<file path="src/rtl/rom_stats_pkg.sv">
// Shared definitions for the grade-ROM statistics sequencer:
// controller state encoding, default widths and a ceil(log2) helper.
package rom_stats_pkg;

  localparam int DATA_W_DEF    = 8;
  localparam int ADDR_W_DEF    = 8;
  localparam int DEPTH_DEF     = 11;
  localparam int ACC_W_DEF     = 12;
  localparam int PASS_MARK_DEF = 90;

  typedef enum logic [1:0] {
    IDLE = 2'd0,
    SCAN = 2'd1,
    DIV  = 2'd2,
    DONE = 2'd3
  } state_t;

  // Number of bits needed to hold values 0..v-1 (at least 1).
  function automatic int clog2(input int v);
    int r;
    r = 1;
    for (int i = 1; i < 31; i++) begin
      if ((1 << i) < v) r = i + 1;
    end
    return r;
  endfunction

endpackage

</file>
<file path="src/rtl/rom_stats_seq_divider.sv">
// seq_divider: restoring divider, ACC_W-bit dividend by a constant divisor.
// The first quotient bit is produced on the load edge itself, so the whole
// quotient is ready ACC_W edges after load begins; done pulses for one
// cycle while quotient/remainder hold the final result.
module seq_divider
  import rom_stats_pkg::*;
#(
  parameter int ACC_W   = ACC_W_DEF,
  parameter int DIVISOR = DEPTH_DEF
) (
  input  logic             clk,
  input  logic             rst_n,
  input  logic             load,
  input  logic [ACC_W-1:0] dividend,
  output logic             busy,
  output logic             done,
  output logic [ACC_W-1:0] quotient,
  output logic [ACC_W-1:0] remainder
);

  localparam int CNT_W = clog2(ACC_W + 1);

  logic [ACC_W-1:0] dvd_q, dvd_d;
  logic [ACC_W-1:0] rem_q, rem_d;
  logic [CNT_W-1:0] cnt_q, cnt_d;
  logic             busy_q, busy_d;
  logic             done_q, done_d;

  logic [ACC_W-1:0] src_dvd;
  logic [ACC_W-1:0] src_rem;
  logic [ACC_W:0]   trial;
  logic             fits;
  logic             last;

  // One restoring step per cycle: shift in the next dividend bit, subtract
  // the divisor when it fits, and shift the quotient bit into the dividend
  // register's vacated LSB.
  always_comb begin
    dvd_d   = dvd_q;
    rem_d   = rem_q;
    cnt_d   = cnt_q;
    busy_d  = busy_q;
    done_d  = 1'b0;
    src_dvd = load ? dividend : dvd_q;
    src_rem = load ? '0 : rem_q;
    trial   = {src_rem, src_dvd[ACC_W-1]};
    fits    = (trial >= (ACC_W + 1)'(DIVISOR));
    last    = load ? (ACC_W == 1) : (cnt_q == CNT_W'(1));
    if (load || busy_q) begin
      dvd_d  = {src_dvd[ACC_W-2:0], fits};
      rem_d  = fits ? ACC_W'(trial - (ACC_W + 1)'(DIVISOR)) : ACC_W'(trial);
      cnt_d  = load ? CNT_W'(ACC_W - 1) : (cnt_q - CNT_W'(1));
      busy_d = !last;
      done_d = last;
    end
  end

  // Divider state register.
  always_ff @(posedge clk or negedge rst_n) begin
    if (!rst_n) begin
      dvd_q  <= '0;
      rem_q  <= '0;
      cnt_q  <= '0;
      busy_q <= 1'b0;
      done_q <= 1'b0;
    end else begin
      dvd_q  <= dvd_d;
      rem_q  <= rem_d;
      cnt_q  <= cnt_d;
      busy_q <= busy_d;
      done_q <= done_d;
    end
  end

  assign busy      = busy_q;
  assign done      = done_q;
  assign quotient  = dvd_q;
  assign remainder = rem_q;

endmodule

</file>
<file path="src/rtl/rom_stats_sequencer.sv">
// rom_stats_sequencer: walks a synchronous-read grade ROM, accumulating
// sum/max/min, divides the sum by DEPTH for the average and publishes all
// results together with a one-cycle done pulse.
// Optional feature macro: STATS_PASS_COUNT_EN (count of entries >= PASS_MARK).
module rom_stats_sequencer
  import rom_stats_pkg::*;
#(
  parameter int DATA_W    = DATA_W_DEF,
  parameter int ADDR_W    = ADDR_W_DEF,
  parameter int DEPTH     = DEPTH_DEF,
  parameter int ACC_W     = ACC_W_DEF,
  parameter int PASS_MARK = PASS_MARK_DEF
) (
  input  logic              clk,
  input  logic              rst_n,
  input  logic              start,
  output logic [ADDR_W-1:0] rom_addr,
  input  logic [DATA_W-1:0] rom_data,
  output logic              busy,
  output logic              done,
  output logic [ACC_W-1:0]  sum,
  output logic [DATA_W-1:0] max_val,
  output logic [DATA_W-1:0] min_val,
  output logic [DATA_W-1:0] avg,
  output logic [ADDR_W-1:0] pass_cnt
);

  localparam logic [ADDR_W-1:0] LAST_ADDR = ADDR_W'(DEPTH - 1);

  state_t state_q, state_d;

  // Scan bookkeeping: iss marks a cycle that presents a new address, vld is
  // iss delayed by the ROM's one-cycle read latency.
  logic [ADDR_W-1:0] addr_q, addr_d;
  logic              iss_q, iss_d;
  logic              vld_q, vld_d;

  // Working statistics for the scan in progress.
  logic [ACC_W-1:0]  acc_q, acc_d;
  logic [DATA_W-1:0] max_q, max_d;
  logic [DATA_W-1:0] min_q, min_d;

  // Published results, only rewritten on entry to DONE.
  logic [ACC_W-1:0]  sum_q, sum_d;
  logic [DATA_W-1:0] max_val_q, max_val_d;
  logic [DATA_W-1:0] min_val_q, min_val_d;
  logic [DATA_W-1:0] avg_q, avg_d;

  logic              accept;
  logic              word_vld;
  logic              div_fin;
  logic              div_load;
  logic              div_busy;
  logic              div_done;
  logic [ACC_W-1:0]  div_quo;
  logic [ACC_W-1:0]  div_rem;

  // Quotient never exceeds the largest entry, but clamp rather than wrap.
  function automatic logic [DATA_W-1:0] sat_avg(input logic [ACC_W-1:0] q);
    if (q > ACC_W'((2 ** DATA_W) - 1)) return '1;
    return q[DATA_W-1:0];
  endfunction

  assign accept   = (state_q == IDLE) && start;
  assign word_vld = (state_q == SCAN) && vld_q;
  assign div_load = word_vld && !iss_q;
  // A finished restoring divide always leaves remainder below the divisor.
  assign div_fin  = (state_q == DIV) && div_done && !div_busy &&
                    (div_rem < ACC_W'(DEPTH));

  seq_divider #(
    .ACC_W   (ACC_W),
    .DIVISOR (DEPTH)
  ) u_div (
    .clk       (clk),
    .rst_n     (rst_n),
    .load      (div_load),
    .dividend  (acc_d),
    .busy      (div_busy),
    .done      (div_done),
    .quotient  (div_quo),
    .remainder (div_rem)
  );

  // Next-state, address sequencing, accumulation and result publication.
  always_comb begin
    state_d   = state_q;
    addr_d    = addr_q;
    iss_d     = iss_q;
    vld_d     = 1'b0;
    acc_d     = acc_q;
    max_d     = max_q;
    min_d     = min_q;
    sum_d     = sum_q;
    max_val_d = max_val_q;
    min_val_d = min_val_q;
    avg_d     = avg_q;
    case (state_q)
      IDLE: begin
        addr_d = '0;
        if (accept) begin
          state_d = SCAN;
          acc_d   = '0;
          max_d   = '0;
          min_d   = '1;
          iss_d   = 1'b1;
        end
      end
      SCAN: begin
        vld_d = iss_q;
        if (iss_q) begin
          if (addr_q == LAST_ADDR) iss_d = 1'b0;
          else                     addr_d = addr_q + ADDR_W'(1);
        end
        if (word_vld) begin
          acc_d = acc_q + ACC_W'(rom_data);
          if (rom_data > max_q) max_d = rom_data;
          if (rom_data < min_q) min_d = rom_data;
        end
        if (div_load) state_d = DIV;
      end
      DIV: begin
        if (div_fin) begin
          state_d   = DONE;
          sum_d     = acc_q;
          max_val_d = max_q;
          min_val_d = min_q;
          avg_d     = sat_avg(div_quo);
        end
      end
      DONE: begin
        addr_d  = '0;
        state_d = IDLE;
      end
      default: state_d = IDLE;
    endcase
  end

  // Controller and datapath registers.
  always_ff @(posedge clk or negedge rst_n) begin
    if (!rst_n) begin
      state_q   <= IDLE;
      addr_q    <= '0;
      iss_q     <= 1'b0;
      vld_q     <= 1'b0;
      acc_q     <= '0;
      max_q     <= '0;
      min_q     <= '1;
      sum_q     <= '0;
      max_val_q <= '0;
      min_val_q <= '1;
      avg_q     <= '0;
    end else begin
      state_q   <= state_d;
      addr_q    <= addr_d;
      iss_q     <= iss_d;
      vld_q     <= vld_d;
      acc_q     <= acc_d;
      max_q     <= max_d;
      min_q     <= min_d;
      sum_q     <= sum_d;
      max_val_q <= max_val_d;
      min_val_q <= min_val_d;
      avg_q     <= avg_d;
    end
  end

`ifdef STATS_PASS_COUNT_EN
  logic [ADDR_W-1:0] pc_q, pc_d;
  logic [ADDR_W-1:0] pass_q, pass_d;

  // Count qualifying words during the scan; publish alongside the others.
  always_comb begin
    pc_d   = pc_q;
    pass_d = pass_q;
    if (accept) pc_d = '0;
    else if (word_vld && (rom_data >= DATA_W'(PASS_MARK))) pc_d = pc_q + ADDR_W'(1);
    if (div_fin) pass_d = pc_q;
  end

  // Pass counter registers.
  always_ff @(posedge clk or negedge rst_n) begin
    if (!rst_n) begin
      pc_q   <= '0;
      pass_q <= '0;
    end else begin
      pc_q   <= pc_d;
      pass_q <= pass_d;
    end
  end

  assign pass_cnt = pass_q;
`else
  assign pass_cnt = '0;
`endif

  assign rom_addr = addr_q;
  assign busy     = (state_q != IDLE);
  assign done     = (state_q == DONE);
  assign sum      = sum_q;
  assign max_val  = max_val_q;
  assign min_val  = min_val_q;
  assign avg      = avg_q;

endmodule

</file>
<file path="config.mk">
export PLATFORM = sky130hd
export DESIGN_NAME = rom_stats_sequencer
export DESIGN_NICKNAME = d
export VERILOG_FILES = /design/src/rtl/rom_stats_pkg.sv /design/src/rtl/rom_stats_seq_divider.sv /design/src/rtl/rom_stats_sequencer.sv
export SDC_FILE = /design/constraint.sdc
export NUM_CORES = 1
export LEC_CHECK = 0
export BUFFER_PORTS_ARGS = -buffer_cell sky130_fd_sc_hd__buf_2
export CAP_MARGIN = 20
export CELL_PAD_IN_SITES_DETAIL_PLACEMENT = 1
export CELL_PAD_IN_SITES_GLOBAL_PLACEMENT = 2
export CORE_MARGIN = 1
export CORE_UTILIZATION = 41
export CTS_CLUSTER_DIAMETER = 150
export CTS_CLUSTER_SIZE = 14
export DETAILED_ROUTE_END_ITERATION = 10
export PLACE_DENSITY_LB_ADDON = 0.1
export SLEW_MARGIN = 0
export SYNTH_ARGS = -nofsm -noshare
export SYNTH_HDL_FRONTEND = slang
export SYNTH_SLANG_ARGS = --single-unit
</file>
<file path="constraint.sdc">
create_clock -name clk -period 9.2 [get_ports clk]
set_input_delay 0.92 -clock clk [delete_from_list [all_inputs] [get_ports clk]]
set_output_delay 0.92 -clock clk [all_outputs]
set_load 0.02 [all_outputs]
</file>
* Word level (Yosys, flattened, before mapping)
Index checks and enable logic that the tools add are counted.
** Storage, ports and cells
- Bits in registers :: 106
- Input bits :: 11
** Cells by class
- Add/sub/neg operators :: 4
- Magnitude comparators :: 5
- Eq/ne operators :: 13
- Multiplexer cells :: 34
- Reduce and logical (&&, ||, !) cells :: 21
** Operators with widths (count)
- $mux W8 :: 10
- $mux W12 :: 5
- $pmux W8 S2 :: 3
- $pmux W12 S2 :: 1
- $ge A13 B4 Y1 const B :: 1
- $add A12 B8 Y12 :: 1
- $gt A12 B8 Y1 const B :: 1
- $lt A12 B4 Y1 const B :: 1
- $sub A12 B4 Y12 const B :: 1
- $ne A2 B2 Y1 const B :: 5
- $mux W1 :: 9
- $add A8 B1 Y8 const B :: 1
- $eq A8 B4 Y1 const B :: 1
- $gt A8 B8 Y1 :: 1
- $lt A8 B8 Y1 :: 1
- $pmux W2 S4 :: 1
- $reduce_and A4 Y1 :: 2
- $logic_and A1 B1 Y1 :: 6
- $mux W2 :: 3
- $ne A2 B1 Y1 const B :: 3
- $reduce_and A3 Y1 :: 2
- $reduce_bool A2 Y1 :: 3
- $eq A2 B2 Y1 const B :: 2
- $eq A4 B1 Y1 const B :: 1
- other kinds (9) :: 12

* Logic depth before layout (Yosys ltp)
Gate-level depths: netlist of run 1.
- Word-level depth :: 7
- Mapped depth :: 14
- Depth with buffers taken out :: 12

* Cells and area by module
A second synthesis of run 1 with hierarchy kept.
** Unflattened totals
- Cell total of the unflattened synthesis :: 637
- Area, all modules :: 5964.5 um^2
** Modules (own cells, without submodules)
- rom_stats_sequencer :: times used 1, cells each 448, area each 4260.3 um^2
- seq_divider :: times used 1, cells each 189, area each 1704.1 um^2

* Worst setup path after synthesis of run 1
Ideal clock, no wire load.
- Kind :: input -> register
- Start point :: in rom_data[6]
- End point :: reg u_div.rem_q[11], in the netlist u_div.remainder[11]
- Data arrival time :: 3765 ps
- Data required time :: 9063 ps
- Path slack :: 5298 ps
- Cell stages on the path :: 12
- Path buffers :: 0
- Cells stage by stage :: ha_1 > a21oi_1 > a21boi_0 > a21oi_1 > or4_1 > nand3_1 > ha_1 > nor4b_1 > a211oi_1 > a2111oi_0 > xnor2_1 > a21oi_1
** Between the ends
- Cells in the longest elaborated chain, start to end :: 6
- Elaborated cells on any way between the ends :: 7
** RTL lines
- from (decl) :: line rom_stats_sequencer.sv:18 : input logic [DATA_W-1:0] rom_data,
- $add A12 B8 Y12 * :: line rom_stats_sequencer.sv:116 : acc_d = acc_q + ACC_W'(rom_data);
- $mux W12 * :: line rom_stats_sequencer.sv:115 : if (word_vld) begin
- $pmux W12 S2 * :: line rom_stats_sequencer.sv:98 : case (state_q)
- $mux W12 * :: line rom_stats_seq_divider.sv:44 : src_dvd = load ? dividend : dvd_q;
- $sub A12 B4 Y12 / $ge A13 B4 Y1 (equally long branches) :: line rom_stats_seq_divider.sv:51, rom_stats_seq_divider.sv:47
- $mux W12 * :: line rom_stats_seq_divider.sv:51 : rem_d = fits ? ACC_W'(trial - (ACC_W + 1)'(DIVISOR)) : ACC_W'(trial);
- to (signal assigned) :: line rom_stats_seq_divider.sv:68 : rem_q <= rem_d;
- to (decl) :: line rom_stats_seq_divider.sv:24 : logic [ACC_W-1:0] rem_q, rem_d;
Mark *: on every way between the ends. The rest lies on a longest branch, timed or not.
A chain may end at the register's enable or synchronous reset.

* Worst setup path in the final report of run 1
Ends and elaborated chain as after synthesis.

==> load_flow_metrics.sql, run 1 <==
INSERT INTO impl_metrics (metric_group, metric, value, unit) VALUES
('outcome', 'run_status', 'completed', ''),
('routing', 'routed-wl-met2', '6940', 'um'),
('synthesis', 'synthSimpleGateAreaFrac', '0.144', ''),
('pwr', 'powerDensity', '264', 'mW/mm^2'),
('routing', 'via_per_inst', '5.57', ''),
('sta', 'share_of_the_clock_period_used_by_the_worst_path', '0.463', ''),
('routing', 'met3WireLength', '326', 'um'),
('routing', 'via_count', '4602', ''),
('final_layout', 'final_cell_area', '0.00667', 'mm^2'),
('cts', 'total_cts_buffers', '9', ''),
('global_route', 'groute.usage.overall', '0.219', ''),
('floorplanning', 'start_util', '0.426', ''),
('cts', 'cts_tree', 'built', ''),
('synthesis', 'postSynthCellCount', '603', ''),
('worst_setup_path', 'cp.required', '9420', 'ps'),
('synthesis', 'synth-compound-area-share', '0.169', ''),
('sta', 'hold_violations', '0', ''),
('job', 'max_cap_viol_count', '0', ''),
('cts', 'clk_pin_slew_worst_paths', '80', 'ps'),
('cts', 'htreeDepth', '3', ''),
('final_layout', 'antenna_cells_inserted', '0', ''),
('floorplanning', 'floorplan.rows', '43', ''),
('synthesis', 'synth_fa_ha_area_frac', '0.0699', ''),
('floorplanning', 'io-pin-count', '65', ''),
('synthesis', 'synth_async_sr_flop_share', '1.00', ''),
('synthesis', 'synth_enable_flop_cells', '0', ''),
('cts', 'worst_skew_pair.late_latency', '360', 'ps'),
('sta', 'finClkSkew', '12.0', 'ps'),
('floorplanning', 'floorplan.die.width', '123', 'um'),
('worst_setup_path', 'cp_data_arrival_time', '4480', 'ps'),
('final_layout', 'postLayoutCoreUtil', '0.473', ''),
('placed_design', 'gpl.final_weighted_congestion', '0.805', ''),
('cts', 'cts.path.max_buffers', '2', ''),
('routing', 'first_iter_violations', '208', ''),
('worst_setup_path', 'critPathLaunch', 'rom_data[6]', ''),
('worst_setup_path', 'crit_type', 'in -> reg', ''),
('global_route', 'grt_overflow_total', '0', ''),
('placed_design', 'post_dp_cell_area', '0.00637', 'mm^2'),
('worst_setup_path', 'worst_setup_path_start_kind', 'primary input', ''),
('worst_setup_path', 'cp_max_fo', '6', ''),
('synthesis', 'synth_top_cells_by_area', 'dfrtp_1 37%, dfstp_2 7.0%, ha_1 6.7%, mux2_2 5.2%, mux2i_1 3.8%', ''),
('routing', 'drt-met1-wl', '7510', 'um'),
('floorplanning', 'core_area', '0.0141', 'mm^2'),
('global_route', 'maximum_number_of_pins_on_one_net_before_global_route_repair', '55', ''),
('synthesis', 'synth-main-ff-cell', 'dfrtp_1', ''),
('worst_setup_path', 'critical_path.endpoint_type', 'register', ''),
('worst_setup_path', 'number_of_cells_on_the_worst_reg_to_reg_path', '12', ''),
('placed_design', 'numPortBuffers', '56', ''),
('global_route', 'antenna_found_initial', '0', ''),
('sta', 'setup_viol', '0', ''),
('routing', 'post_drt_wl_per_cell', '18.2', 'um'),
('sta', 'tns', '0', 'ps'),
('placed_design', 'dp.final_hpwl', '10800', 'um'),
('sta', 'timing_worst_slew_pin_value', '895', 'ps'),
('cts', 'cts_sinks', '106', ''),
('synthesis', 'synth_xor_area_frac', '0.0219', ''),
('synthesis', 'yosys.cell_types.count', '66', ''),
('synthesis', 'seq_area_frac_synth', '0.445', ''),
('worst_setup_path', 'critical_path.reg2reg.endpoint', 'u_div.remainder[11]', ''),
('cts', 'postCtsSetupRepairBufs', '0', ''),
('synthesis', 'postSynthRegisterBits', '106', ''),
('sta', 'maxSlewHeadroom', '0.403', ''),
('synthesis', 'synthesis.yosys.warnings', '0', ''),
('cts', 'clock_tree.root_cell', 'clkbuf_16', ''),
('floorplanning', 'vertical_die_dimension', '123', 'um'),
('synthesis', 'synth_top_area_share', '0.375', ''),
('synthesis', 'netlist.top_cell.by_area', 'dfrtp_1', ''),
('synthesis', 'syn_area', '0.00601', 'mm^2'),
('global_route', 'grt_first_pass_wirelength', '25600', 'um'),
('routing', 'antenna_left', '0', ''),
('routing', 'finalWirelength', '15000', 'um');
[layout by cell type (no fill, tap or decap), types with 9 or more instances in the layout]
cell type  count
dfrtp_1       90
nand2_1       55
buf_2         55
nor2_1        45
inv_1         33
a21oi_1       32
ha_1          32
o21ai_0       31
mux2_2        28
mux2i_1       23
dfstp_2       16
nand3b_1      11
xnor2_1       10
a21o_1        10
and2_1         9
a211oi_1       9
clkbuf_16      9
[worst min path at each step]
stage                     startpoint    endpoint  cells past startpoint
after global routing      max_val[6]  max_val[6]                      1
after floorplan             min_q[0]    min_q[0]                      2
final                     max_val[1]  max_val[1]                      1
after global placement       sum[10]     sum[10]                      1
after CTS                   max_q[3]  max_val[3]                      1
after detailed placement      sum[2]      sum[2]                      1
[metrics by stage]
stage          instances  total power [uW]  setup slack [ps]  hold WS (ps)
2_1_floorplan        610              1180              5300           477
3_3_place_gp         810              1340              4720           474
3_5_place_dp         810              1370              4620           490
4_1_cts              826              1780              4980           507
5_1_grt              826              1890              4720           523
6_report             826              1760              4940           505
[critical path: stages]
cell and delay (ps):
buf_2 150, ha_1 380, a21oi_1 140, a21boi_0 440
a21oi_1 230, or4_1 500, nand3_1 100, ha_1 210
nor4b_1 470, a211oi_1 170, a2111oi_0 490, xnor2_1 180
a21oi_1 80
[power breakdown]
part           internal [uW]  total (uW)  switching [uW]
sequential               580         723             143
clock                    214         401             188
combinational            260         635             375
[cells by family after synthesis]
group	after synthesis
AOI/OAI and AO/OA	148
xor gates and xnor gates	15
adders and majority gates	33
buffers and inverters	75
DFF	106
muxes	52
other	1
and+or+nand+nor	173
[state kept, by name, indices dropped and copies added, names as in the netlist]
register / cells
u_div.done: 1
acc_q: 12
min_q: 8
rom_addr: 8
state_q: 2
u_div.quotient: 12
u_div.busy: 1
avg: 8
max_q: 8
max_val: 8
sum: 12
iss_q: 1
u_div.cnt_q: 4
min_val: 8
vld_q: 1
u_div.remainder: 12
[final cells by class]
type,instances,area (um^2)
Inverter,33,124
Clock inverter,7,77.6
Multi-Input combinational cell,429,3020
Fill cell,1581,7420
Sequential cell,106,2670
Timing Repair Buffer,62,328
Tap cell,180,225
Clock buffer,9,225
[per-layer routing]
metal  global-route usage  vias up
met4               0.0776        0
met3               0.0291       15
met1                0.305     2312
li1                     -     2217
met5                    0        -
met2                0.350       58
Power figures use the tool's default switching activity.
==> run 2: changes to the inputs <==
CORE_UTILIZATION = 34   (was 41)
clock period = 3.9 ns   (was 9.2 ns; I/O delays follow)
==> run 2 against run 1 <==
Against the previous run: register-to-register slack got worse by 4800 ps; wire length rose by 7.5%; first-iteration DRC count shrank 22%; largest cell class unchanged; highest routed layer unchanged.
==> load_flow_metrics.sql, run 2 (synthesis results as in run 1) <==
INSERT INTO impl_metrics (metric_group, metric, value, unit) VALUES
('placed_design', 'dp_slack', '151', 'ps'),
('floorplanning', 'floorplan.rows', '48', ''),
('worst_setup_path', 'cp_max_fo', '6', ''),
('sta', 'hold_slack', '180', 'ps'),
('global_route', 'antenna_found_initial', '0', ''),
('routing', 'remaining_drc_errors', '0', ''),
('pwr', 'gate_power_share', '0.369', ''),
('worst_setup_path', 'critical_path_buf_inv_count', '0', ''),
('worst_setup_path', 'cpMaxStageDelayCell', 'or4_1', ''),
('floorplanning', 'vertical_die_dimension', '135', 'um'),
('pwr', 'share_seq_of_total_power', '0.406', ''),
('final_layout', 'area.growth.synth_to_final', '13.2', '%'),
('sta', 'setup_viol', '0', ''),
('global_route', 'grt_first_pass_wirelength', '26400', 'um'),
('routing', 'post_drt_wl_per_cell', '18.3', 'um'),
('cts', 'cts.path.max_buffers', '2', ''),
('sta', 'tns', '0', 'ps'),
('floorplanning', 'io-pin-count', '65', ''),
('global_route', 'groute.usage.overall', '0.189', ''),
('floorplanning', 'die_area', '0.0182', 'mm^2'),
('worst_setup_path', 'cp_data_arrival_time', '3700', 'ps'),
('cts', 'cts_tree', 'built', ''),
('global_route', 'grt_overflow_total', '0', ''),
('global_route', 'maximum_number_of_pins_on_one_net_before_global_route_repair', '73', ''),
('final_layout', 'final_nets', '695', ''),
('worst_setup_path', 'critical_path.reg2reg.endpoint', 'u_div.remainder[11]', ''),
('cts', 'clk_pin_slew_worst_paths', '80', 'ps'),
('cts', 'worst_skew_pair.late_latency', '360', 'ps'),
('worst_setup_path', 'path_common_cell', 'a21oi_1', ''),
('worst_setup_path', 'critPathMaxStageDelay', '480', 'ps'),
('routing', 'antenna_left', '0', ''),
('global_route', 'grt_pass1_vias', '4880', ''),
('final_layout', 'postLayoutCoreUtil', '0.393', ''),
('worst_setup_path', 'reg2reg_setup_slack', '420', 'ps'),
('pwr', 'intPower', '2510', 'uW'),
('sta', 'timing_worst_slew_pin_value', '966', 'ps'),
('worst_setup_path', 'worst_setup_path_start_kind', 'register', ''),
('routing', 'via_per_inst', '5.31', ''),
('final_layout', 'layout.cells.most_common', 'dfrtp_1', ''),
('sta', 'maxSlewHeadroom', '0.356', ''),
('pwr', 'leakage_power', '0.00325', 'uW'),
('pwr', 'powerDensity', '617', 'mW/mm^2'),
('routing', 'first_iter_violations', '162', ''),
('worst_setup_path', 'cell_breakdown_of_the_critical_path', 'ha_1, a21oi_1, a21boi_0, a21oi_1, or4_1, nand3_1, ha_1, nor4b_2, a211oi_1, a2111oi_0, xnor2_1, a21oi_1', ''),
('outcome', 'run_status', 'completed', ''),
('cts', 'total_cts_buffers', '9', ''),
('floorplanning', 'core_area', '0.0173', 'mm^2'),
('pwr', 'clkPwrFrac', '0.225', ''),
('sta', 'setup_slack', '417', 'ps'),
('sta', 'hold_violations', '0', ''),
('sta', 'setup_repair_after_global_routing_missed_its_margin', 'no', ''),
('sta', 'fmaxAchievable', '287', 'MHz'),
('final_layout', 'final_layout_size_suffix_gt1_frac', '0.210', ''),
('pwr', 'worst_vdd_ir', '0.270', 'mV'),
('worst_setup_path', 'r2r-start', 'acc_q[6]', ''),
('sta', 'share_of_the_clock_period_used_by_the_worst_path', '0.893', ''),
('routing', 'drt-met1-wl', '7870', 'um'),
('worst_hold_path', 'type_of_the_most_critical_hold_path', 'in -> async', ''),
('routing', 'firstDrtPassIters', '4', ''),
('routing', 'routed-wl-met2', '7650', 'um'),
('cts', 'htreeDepth', '3', ''),
('worst_setup_path', 'cp.required', '4120', 'ps'),
('pwr', 'switching_share', '0.401', ''),
('cts', 'cts_hold_repair.buffers', '0', ''),
('cts', 'clock_tree.root_cell', 'clkbuf_16', ''),
('floorplanning', 'floorplan.die.width', '135', 'um'),
('routing', 'top_routing_layer_in_use', 'met4', ''),
('pwr', 'p_switching', '1680', 'uW'),
('cts', 'cts_sinks', '106', ''),
('sta', 'slew_viol_final', '0', ''),
('job', 'max_cap_viol_count', '0', ''),
('routing', 'via_count', '4675', ''),
('routing', 'met3WireLength', '422', 'um'),
('sta', 'finClkSkew', '9.22', 'ps'),
('worst_setup_path', 'cp_top_family', 'compound AO/OA/AOI/OAI gates', ''),
('worst_setup_path', 'crit_type', 'reg -> reg', ''),
('worst_setup_path', 'number_of_cells_on_the_worst_reg_to_reg_path', '12', ''),
('sta', 'period_needed', '3480', 'ps'),
('final_layout', 'antenna_cells_inserted', '0', ''),
('placed_design', 'dp.final_hpwl', '11800', 'um'),
('worst_setup_path', 'critical_path.endpoint_type', 'register', ''),
('floorplanning', 'start_util', '0.348', ''),
('routing', 'finalWirelength', '16100', 'um'),
('placed_design', 'gpl.final_weighted_congestion', '0.798', ''),
('placed_design', 'numPortBuffers', '56', ''),
('final_layout', 'commonest_cells_after_routing_fill_and_taps_aside', '90 x dfrtp_1, 55 x nand2_1, 55 x buf_2, 45 x nor2_1, 33 x inv_1', '');
[run 2: cell types whose count changed in the layout (fill, tap and decap cells not counted)]
| cell | change |
|---|---|
| buf_4 | +10 |
| clkbuf_1 | +2 |
| nor4b_1 | -1 |
| clkinvlp_4 | -1 |
| clkinv_4 | -1 |
| nor4b_2 | +1 |
[run 2: routing by layer]
| layer | vias up | GRT usage |
|---|---|---|
| li1 | 2241 | - |
| met4 | 0 | 0.0581 |
| met2 | 58 | 0.313 |
| met5 | - | 0 |
| met1 | 2363 | 0.253 |
| met3 | 13 | 0.0289 |
[run 2: worst max-delay path by stage]
stage,startpoint,to,slack [ps],depth (start not counted)
2_1_floorplan,rom_data[6],u_div.remainder[11],530,12
3_3_place_gp,rom_data[2],u_div.remainder[11],180,13
3_5_place_dp,rom_data[2],u_div.remainder[11],150,13
4_1_cts,acc_q[6],u_div.remainder[11],260,12
5_1_grt,acc_q[6],u_div.remainder[11],150,12
6_report,acc_q[6],u_div.remainder[11],420,12
[run 2: what timing repair did]
item | 4_1_cts | 5_1_grt
setup buffers | 0 | 0
endpoints found under the setup margin | 0 | 1
gates resized for setup | 0 | 1
[run 2: layout make-up]
class	instances	area, um^2
Fill cell	2016	10500
Sequential cell	106	2670
Clock buffer	11	233
Clock inverter	5	61.3
Tap cell	225	282
Multi-Input combinational cell	429	3030
Timing Repair Buffer	72	403
Inverter	33	124
[run 2: per-stage QoR]
step / instance area [um^2] / instances / total power (uW)
finish: 6800 / 881 / 4190
global route: 6800 / 881 / 4500
CTS: 6800 / 881 / 4250
detailed placement: 6500 / 865 / 3280
global placement: 6500 / 865 / 3230
floorplan: 6040 / 610 / 2780
[run 2: power by group through the flow]
stage          clock [uW]  sequential [uW]  combinational (uW)
2_1_floorplan           0             1560                1220
3_3_place_gp            0             1720                1510
3_5_place_dp            0             1730                1560
4_1_cts               974             1710                1570
5_1_grt              1010             1760                1740
6_report              944             1700                1550
==> run 3: changes to the inputs <==
CORE_ASPECT_RATIO = 0.5   (was default)
==> run 3 against run 2 <==
Against the previous run: first-iteration DRC count fell by 26%; largest cell class unchanged; cell area about the same; critical path depth unchanged; clock-buffer cell count is the same.
==> load_flow_metrics.sql, run 3 (synthesis results as in run 1) <==
INSERT INTO impl_metrics (metric_group, metric, value, unit) VALUES
('pwr', 'worst_vdd_ir', '0.230', 'mV'),
('job', 'max_cap_viol_count', '0', ''),
('sta', 'setup_viol', '0', ''),
('routing', 'via_count', '4630', ''),
('worst_setup_path', 'cp_max_fo', '6', ''),
('routing', 'antenna_left', '0', ''),
('outcome', 'run_status', 'completed', ''),
('worst_setup_path', 'path_common_cell', 'a21oi_1', ''),
('pwr', 'clkPwrFrac', '0.223', ''),
('routing', 'first_iter_violations', '120', ''),
('global_route', 'maximum_number_of_pins_on_one_net_before_global_route_repair', '64', ''),
('global_route', 'groute.usage.overall', '0.186', ''),
('placed_design', 'numPortBuffers', '56', ''),
('placed_design', 'post_dp_cell_area', '0.00650', 'mm^2'),
('cts', 'clk_pin_slew_worst_paths', '80', 'ps'),
('placed_design', 'dp_slack', '166', 'ps'),
('sta', 'period_needed', '3510', 'ps'),
('final_layout', 'num-fill-cells', '1910', ''),
('pwr', 'gate_power_share', '0.372', ''),
('sta', 'setup_slack', '394', 'ps'),
('pwr', 'p_switching', '1680', 'uW'),
('worst_setup_path', 'cp_data_arrival_time', '3710', 'ps'),
('worst_setup_path', 'worst_setup_path_start_kind', 'register', ''),
('worst_setup_path', 'crit_type', 'reg -> reg', ''),
('final_layout', 'layout.cells.most_common', 'dfrtp_1', ''),
('floorplanning', 'vertical_die_dimension', '96.0', 'um'),
('sta', 'finClkSkew', '10.9', 'ps'),
('worst_setup_path', 'cp.required', '4110', 'ps'),
('sta', 'tns', '0', 'ps'),
('floorplanning', 'floorplan.rows', '33', ''),
('sta', 'fmaxAchievable', '285', 'MHz'),
('final_layout', 'area.growth.synth_to_final', '13.1', '%'),
('floorplanning', 'die_area', '0.0182', 'mm^2'),
('global_route', 'grt_first_pass_wirelength', '25900', 'um'),
('cts', 'postCtsSetupRepairBufs', '0', ''),
('worst_setup_path', 'critical_path.endpoint_type', 'register', ''),
('sta', 'hold_violations', '0', ''),
('floorplanning', 'core_area', '0.0168', 'mm^2'),
('cts', 'cts.path.max_buffers', '2', ''),
('pwr', 'intPower', '2530', 'uW'),
('floorplanning', 'start_util', '0.358', ''),
('pwr', 'leakage_power', '0.00325', 'uW'),
('sta', 'share_of_the_clock_period_used_by_the_worst_path', '0.899', ''),
('routing', 'post_drt_wl_per_cell', '18.1', 'um'),
('cts', 'cts_hold_repair.buffers', '0', ''),
('worst_setup_path', 'cpMaxStageDelayCell', 'a2111oi_0', ''),
('placed_design', 'dp.final_hpwl', '11600', 'um'),
('cts', 'total_cts_buffers', '9', ''),
('pwr', 'share_seq_of_total_power', '0.405', ''),
('worst_setup_path', 'reg2reg_setup_slack', '390', 'ps'),
('routing', 'firstDrtPassIters', '4', ''),
('routing', 'remaining_drc_errors', '0', ''),
('worst_setup_path', 'number_of_cells_on_the_worst_reg_to_reg_path', '12', ''),
('routing', 'finalWirelength', '15900', 'um'),
('routing', 'via_per_inst', '5.26', ''),
('final_layout', 'antenna_cells_inserted', '0', ''),
('cts', 'clock_tree.root_cell', 'clkbuf_16', ''),
('global_route', 'antenna_found_initial', '0', ''),
('pwr', 'switching_share', '0.399', ''),
('final_layout', 'commonest_cells_after_routing_fill_and_taps_aside', '90 x dfrtp_1, 55 x nand2_1, 55 x buf_2, 45 x nor2_1, 33 x inv_1', ''),
('cts', 'worst_skew_pair.late_latency', '350', 'ps'),
('placed_design', 'gpl.final_weighted_congestion', '0.796', ''),
('floorplanning', 'floorplan.die.width', '190', 'um'),
('worst_setup_path', 'cell_breakdown_of_the_critical_path', 'ha_1, a21oi_1, a21boi_0, a21oi_1, or4_1, nand3_1, ha_1, nor4b_2, a211oi_1, a2111oi_0, xnor2_1, a21oi_1', ''),
('sta', 'maxSlewHeadroom', '0.417', ''),
('sta', 'setup_repair_after_global_routing_missed_its_margin', 'no', ''),
('worst_setup_path', 'critPathMaxStageDelay', '500', 'ps'),
('final_layout', 'final_layout_size_suffix_gt1_frac', '0.208', ''),
('cts', 'htreeDepth', '3', ''),
('cts', 'cts_tree', 'built', ''),
('floorplanning', 'io-pin-count', '65', ''),
('final_layout', 'final_cell_area', '0.00680', 'mm^2'),
('sta', 'timing_worst_slew_pin_value', '874', 'ps'),
('worst_setup_path', 'r2r-start', 'acc_q[6]', ''),
('pwr', 'powerDensity', '618', 'mW/mm^2'),
('cts', 'cts_sinks', '106', ''),
('global_route', 'grt_pass1_vias', '4680', ''),
('global_route', 'grt_overflow_total', '0', ''),
('worst_setup_path', 'critical_path.reg2reg.endpoint', 'u_div.remainder[11]', ''),
('worst_hold_path', 'type_of_the_most_critical_hold_path', 'in -> async', ''),
('sta', 'slew_viol_final', '0', ''),
('final_layout', 'final_nets', '694', '');
[run 3: changes by cell type in the layout (fill, tap and decap cells not counted)]
| cell | change |
|---|---|
| buf_4 | -1 |
| clkbuf_1 | -1 |
| clkbuf_8 | +1 |
| clkinv_1 | +1 |
| clkinv_2 | -1 |
| inv_6 | -1 |
[run 3: what timing repair did]
action	in CTS	in global routing
endpoints found under the hold margin	0	0
setup endpoints to repair	0	1
resized for setup	0	1
[run 3: cell type report]
type                    count  area [um^2]  area share
clock buffers              11          243      0.0357
clock inverters             4         51.3     0.00755
inverters                  33          124      0.0182
multi-input cells         429         3030       0.445
flip-flops and latches    106         2670       0.393
well taps                 227          284      0.0418
repair buffers             71          395      0.0582
[run 3: power groups by stage]
| stage | sequential, uW | clock (uW) | combinational, uW |
|---|---|---|---|
| final | 1700 | 939 | 1560 |
| after global routing | 1750 | 1020 | 1760 |
| after CTS | 1700 | 977 | 1590 |
| after detailed placement | 1720 | 0 | 1570 |
| after global placement | 1720 | 0 | 1550 |
| after floorplan | 1560 | 0 | 1220 |
[run 3: critical path, delay by kind of cell, from the launching register on]
kind	cells	cell delay, ps
XOR/XNOR	1	180
adder cells (fa/ha/maj)	2	570
AND/OR/NAND/NOR	3	890
flip-flops	1	420
AO/OA/AOI/OAI	6	1300
[run 3: metrics by stage]
stage	utilization	hold WS [ps]	power [uW]	cells
2_1_floorplan	-	94.4	2780	610
3_3_place_gp	0.387	486	3270	866
3_5_place_dp	0.387	492	3290	866
4_1_cts	0.404	179	4270	881
5_1_grt	0.405	202	4540	881
6_report	0.405	134	4200	881
[run 3: worst max-delay path by stage]
stage / from / to / slack, ps / cells after the start
after floorplan: rom_data[6] / u_div.remainder[11] / 530 / 12
after global routing: acc_q[6] / u_div.remainder[11] / 100 / 12
after global placement: rom_data[6] / u_div.remainder[11] / 210 / 13
after detailed placement: rom_data[4] / u_div.remainder[11] / 170 / 13
final: acc_q[6] / u_div.remainder[11] / 390 / 12
after CTS: acc_q[4] / u_div.remainder[11] / 250 / 12
[run 3: per-layer routing]
| layer | part of all wire | vias to the layer above | global-route usage |
|---|---|---|---|
| met3 | 0.026 | 12 | 0.0401 |
| li1 | - | 2231 | - |
| met5 | 0 | - | 0 |
| met1 | 0.52 | 2331 | 0.261 |
| met4 | 0.0086 | 0 | 0.0397 |
| met2 | 0.45 | 56 | 0.295 |
